==> config.mk <==
export PLATFORM = sky130hd
export DESIGN_NAME = pipelined_chunk_adder
export DESIGN_NICKNAME = d
export VERILOG_FILES = /design/src/rtl/pipelined_chunk_adder.sv
export SDC_FILE = /design/constraint.sdc
export NUM_CORES = 2
export LEC_CHECK = 0
export BUFFER_PORTS_ARGS = -buffer_cell sky130_fd_sc_hd__buf_2
export CAP_MARGIN = 20
export CORE_ASPECT_RATIO = 1.75
export CORE_MARGIN = 5
export CORE_UTILIZATION = 55
export DETAILED_ROUTE_END_ITERATION = 6
export PLACE_DENSITY = 0.84
export RECOVER_POWER = 50
export SYNTH_ARGS = -nofsm -noshare
export SYNTH_HDL_FRONTEND = slang
export SYNTH_SLANG_ARGS = --single-unit
==> constraint.sdc <==
create_clock -name clk -period 84.8 [get_ports clk]
set_input_delay 12.72 -clock clk [delete_from_list [all_inputs] [get_ports clk]]
set_output_delay 12.72 -clock clk [all_outputs]
set_load 0.1 [all_outputs]
==> src/rtl/pipelined_chunk_adder.sv <==
// Add/subtract unit pipelined in CHUNK-bit ripple slices with a valid/ready handshake.
// Optional ADDER_SAT_EN: saturate sum on signed overflow (cout/ovf still reported raw).
module pipelined_chunk_adder #(
  parameter int unsigned WIDTH = 64,
  parameter int unsigned CHUNK = 8
) (
  input  logic             clk,
  input  logic             arst,
  input  logic             in_valid,
  output logic             in_ready,
  input  logic [WIDTH-1:0] a,
  input  logic [WIDTH-1:0] b,
  input  logic             cin,
  input  logic             sub,
  output logic             out_valid,
  input  logic             out_ready,
  output logic [WIDTH-1:0] sum,
  output logic             cout,
  output logic             ovf
);

  localparam int unsigned STAGES = WIDTH / CHUNK;

  if (WIDTH % CHUNK != 0) begin : g_bad_chunk
    $error("WIDTH (%0d) must be a multiple of CHUNK (%0d)", WIDTH, CHUNK);
  end

  // Rank k holds a beat whose slices below k are already summed into s_q[k].
  logic [STAGES-1:0]            vld_q;
  logic [STAGES-1:0]            c_q;
  logic [STAGES-1:0][WIDTH-1:0] a_q;
  logic [STAGES-1:0][WIDTH-1:0] b_q;
  logic [STAGES-1:0][WIDTH-1:0] s_q;
  logic [STAGES-1:0][WIDTH-1:0] s_nx;
  logic [STAGES-1:0]            c_nx;

  logic adv;
  assign adv      = out_ready | ~out_valid;
  assign in_ready = adv;

  for (genvar k = 0; k < STAGES; k++) begin : g_slice
    localparam logic [WIDTH-1:0] SliceMask = WIDTH'({CHUNK{1'b1}}) << (k * CHUNK);
    logic [CHUNK:0] slice;

    assign slice = {1'b0, a_q[k][k*CHUNK +: CHUNK]} + {1'b0, b_q[k][k*CHUNK +: CHUNK]}
                 + {{CHUNK{1'b0}}, c_q[k]};
    assign s_nx[k] = (s_q[k] & ~SliceMask) | (WIDTH'(slice[CHUNK-1:0]) << (k * CHUNK));
    assign c_nx[k] = slice[CHUNK];
  end

  logic [WIDTH-1:0] raw_sum;
  logic [WIDTH-1:0] res_sum;
  logic             msb_a;
  logic             ovf_nx;

  assign raw_sum = s_nx[STAGES-1];
  assign msb_a   = a_q[STAGES-1][WIDTH-1];
  // a ^ b ^ s at the MSB recovers the carry into the MSB.
  assign ovf_nx  = msb_a ^ b_q[STAGES-1][WIDTH-1] ^ raw_sum[WIDTH-1] ^ c_nx[STAGES-1];

`ifdef ADDER_SAT_EN
  assign res_sum = ovf_nx ? {msb_a, {(WIDTH-1){~msb_a}}} : raw_sum;
`else
  assign res_sum = raw_sum;
`endif

  always_ff @(posedge clk or posedge arst) begin
    if (arst) begin
      vld_q     <= '0;
      c_q       <= '0;
      a_q       <= '0;
      b_q       <= '0;
      s_q       <= '0;
      out_valid <= 1'b0;
      sum       <= '0;
      cout      <= 1'b0;
      ovf       <= 1'b0;
    end else if (adv) begin
      vld_q[0] <= in_valid;
      a_q[0]   <= a;
      b_q[0]   <= sub ? ~b : b;
      s_q[0]   <= '0;
      c_q[0]   <= cin ^ sub;
      for (int k = 1; k < STAGES; k++) begin
        vld_q[k] <= vld_q[k-1];
        a_q[k]   <= a_q[k-1];
        b_q[k]   <= b_q[k-1];
        s_q[k]   <= s_nx[k-1];
        c_q[k]   <= c_nx[k-1];
      end
      out_valid <= vld_q[STAGES-1];
      sum       <= res_sum;
      cout      <= c_nx[STAGES-1];
      ovf       <= ovf_nx;
    end
  end

endmodule

==> results_dict.tcl <==
set metrics [dict create \
    status "finished with violations" \
    violations "max-capacitance violations, max-slew violations" \
    max_stage_delay_ns 3.77 \
    root_buffer "clkbuf_16" \
    yosysSeqAreaShare_pct 61.3 \
    drt_iter0_drc 1875 \
    dieHeight_um 349 \
    synth-seq-cells 883 \
    grt_overflow 0 \
    routedWlPerCell_um 15.1 \
    drt_drc_violations_left 0 \
    cts_buffer_depth 3 \
    vias 25600 \
    syn-num-nets 4203 \
    critPathKind "primary input to output pin" \
    synth_area_sq_um 36100 \
    wirelength_mm 75.2 \
    drv_slew 1389 \
    pwr_density_cell_nw_per_um2 41.4 \
    synth.avg_cell_area_sq_um 9.02 \
    clock_latency_ns 0.63 \
    critPathSlowestCell "clkinvlp_2" \
    area_delta_synth_final_pct 9.62 \
    tightestPinTransition_ns 10.05 \
    final_common_cell "nand2_1" \
    io_pins 202 \
    drive_gt1_share_pct 6.47 \
    holdBufCountCts 0 \
    die_x_um 204 \
    num_rows 124 \
    dp_cells 4823 \
    dr.pass1.iters 5 \
    cts_resized 0 \
    dp_hpwl_mm 49.6 \
    cts-buffers-inserted 76 \
    die_area_sq_um 71000 \
    start_util_pct 55.4 \
    vias_per_cell 5.14 \
    fillers 5409 \
    synth_area_leaders "dfrtp_1, nand2_1, buf_2" \
    htree_levels 3 \
    finalHoldViolCount 0 \
    tritoncts "done" \
    yosysWarnings 0 \
    finClkSkew_ns 0.0212 \
    layout_common_cells "nand2_1, dfrtp_1, buf_2, o21ai_0, clkbuf_1" \
    multi_input_area_sq_um 12800 \
    grt_pass1_vias 25000 \
    async_flop_share_pct 100 \
    synth_cell_type_count 46 \
    synth_flop_cell "dfrtp_1" \
    regArea_sq_um 22100 \
    setup_viol 0 \
    finalPower_mw 1.64 \
    rsz0062_at_grt "false" \
    cts_sinks 883 \
    synth.largest_area_cell "dfrtp_1" \
    drv_cap 13 \
    grt_max_degree 257 \
    crit_family "buffers and inverters" \
    max_clock_freq_mhz 31.0 \
    critPathBufInv 3 \
    final_cell_count_no_fill 4970 \
    hold_class "flip-flop to flip-flop" \
    worstPathCellList "buf_2 > nor2b_1 > clkinvlp_2 > buf_2" \
    portBuffers 201 \
    clkTransAtPathRegs_ns 0.07 \
    finalCritPeriodShare_pct 38.1 \
    arrival_ns 19.55 \
    end_kind "output pin" \
    antenna_found_initial 26 \
    cp_max_fo 115 \
    yosysTopAreaCellShare_pct 61.3 \
    tns_ns 0 \
    synth_enable_flop_cells 0 \
    p_leak_nw 21.0 \
    worst_path_most_repeated_cell "buf_2" \
    globalplace.congestion 0.848 \
    syn_inst 3997 \
    post_cts_buffers 0 \
    finalCriticalPeriod_ns 32.27 \
    crit_required_ns 72.08 \
    ir_worst_vdd_uv 27.0 \
    nets 4290 \
    startpoint_type "primary input" \
    grt_usage_pct 21.6 \
    grt_pass1_wl_mm 126 \
    antenna_left 0 \
    slew_headroom_pct -570 \
    core_area_sq_um 65200 \
]
==> where the power goes <==
part,switching (mW),internal [mW]
clock,0.150,0.190
sequential,0.106,0.612
combinational,0.393,0.185
total,0.649,0.986
==> per-layer routing <==
| metal | wire [um] | GRT usage (%) | vias to the layer above |
|---|---|---|---|
| met4 | 2580 | 8.05 | 0 |
| met2 | 38800 | 37.5 | 550 |
| met3 | 3040 | 2.96 | 138 |
| met1 | 30800 | 27.8 | 12300 |
| met5 | 0 | 0 | - |
| li1 | - | - | 12600 |
==> per-stage QoR <==
| stage | worst slack [ns] | util [%] | cell area, sq um | hold slack, ns |
|---|---|---|---|---|
| floorplan | 47.26 | - | 36100 | 0.430 |
| global placement | 57.65 | 57.1 | 37200 | 0.445 |
| detailed placement | 57.62 | 57.1 | 37200 | 0.450 |
| CTS | 57.62 | 60.9 | 39700 | 0.461 |
| global route | 51.80 | 60.7 | 39500 | 0.479 |
| finish | 52.53 | 60.7 | 39500 | 0.459 |
==> final cells by class <==
type / count / area share, %
antenna: 9 / 0.0570
clock buffer: 113 / 5.75
clock inverter: 23 / 0.443
inverter: 14 / 0.139
multi-input combinational: 2883 / 32.4
sequential: 883 / 55.9
tap: 819 / 2.59
timing repair buffer: 226 / 2.78
==> flip-flops by register name, summed over array words and instances (netlist names) <==
| register | cells |
|---|---|
| a_q | 288 |
| b_q | 288 |
| s_q | 224 |
| sum | 64 |
| c_q | 8 |
| vld_q | 8 |
| cout | 1 |
| out_valid | 1 |
| ovf | 1 |
==> logic make-up (layout without fill, tap and decap cells) <==
group	Yosys count	after routing	synth area share, %
compound gates	227	227	3.69
xor+xnor	103	103	2.50
fa+ha+maj	72	72	2.83
buf+inv	231	376	3.26
flops	883	883	61.3
mux	2	2	0.0555
other cells	0	9	0
simple gates	2479	2479	26.4
==> tightest hold or removal path, delay by kind of cell, from the launching register on <==
family	cells	cell delay [ns]
flip-flops	1	0.34
AND/OR/NAND/NOR	2	0.10
==> synth_stat cells, types with 3 or more instances <==
library cell and number:
nand2_1 2388, buf_6 3, inv_1 13, nor3b_1 11, clkbuf_1 30, buf_4 22
or4b_1 7, o211ai_1 7, nor3_1 5, xor2_1 11, nand4_1 6, nand3_1 9
buf_2 162, or3_1 3, a211oi_1 9, dfrtp_1 883, nor2_1 27, o21bai_1 5
a41o_1 5, nand2b_1 7, o31a_1 5, a21o_1 26, fa_1 16, xnor2_1 92
a21oi_1 61, nor4b_1 5, o21ai_0 98, ha_1 56, nand4b_1 6
==> path summary, 6_finish.rpt <==
kind	slack, ns	endpoint	start	depth (start not counted)
worst min register to register	0.46	b_q[92]	b_q[28]	2
worst min-delay path	0.46	b_q[92]	b_q[28]	2
min in group asynchronous	13.72	a_q[377]	arst	2
worst max-delay path	52.53	in_ready	out_ready	4
max in group asynchronous	59.76	s_q[274]	arst	3
worst max register to register	74.00	s_q[285]	out_valid	3
Note: power is estimated with default switching activity, not from simulation.
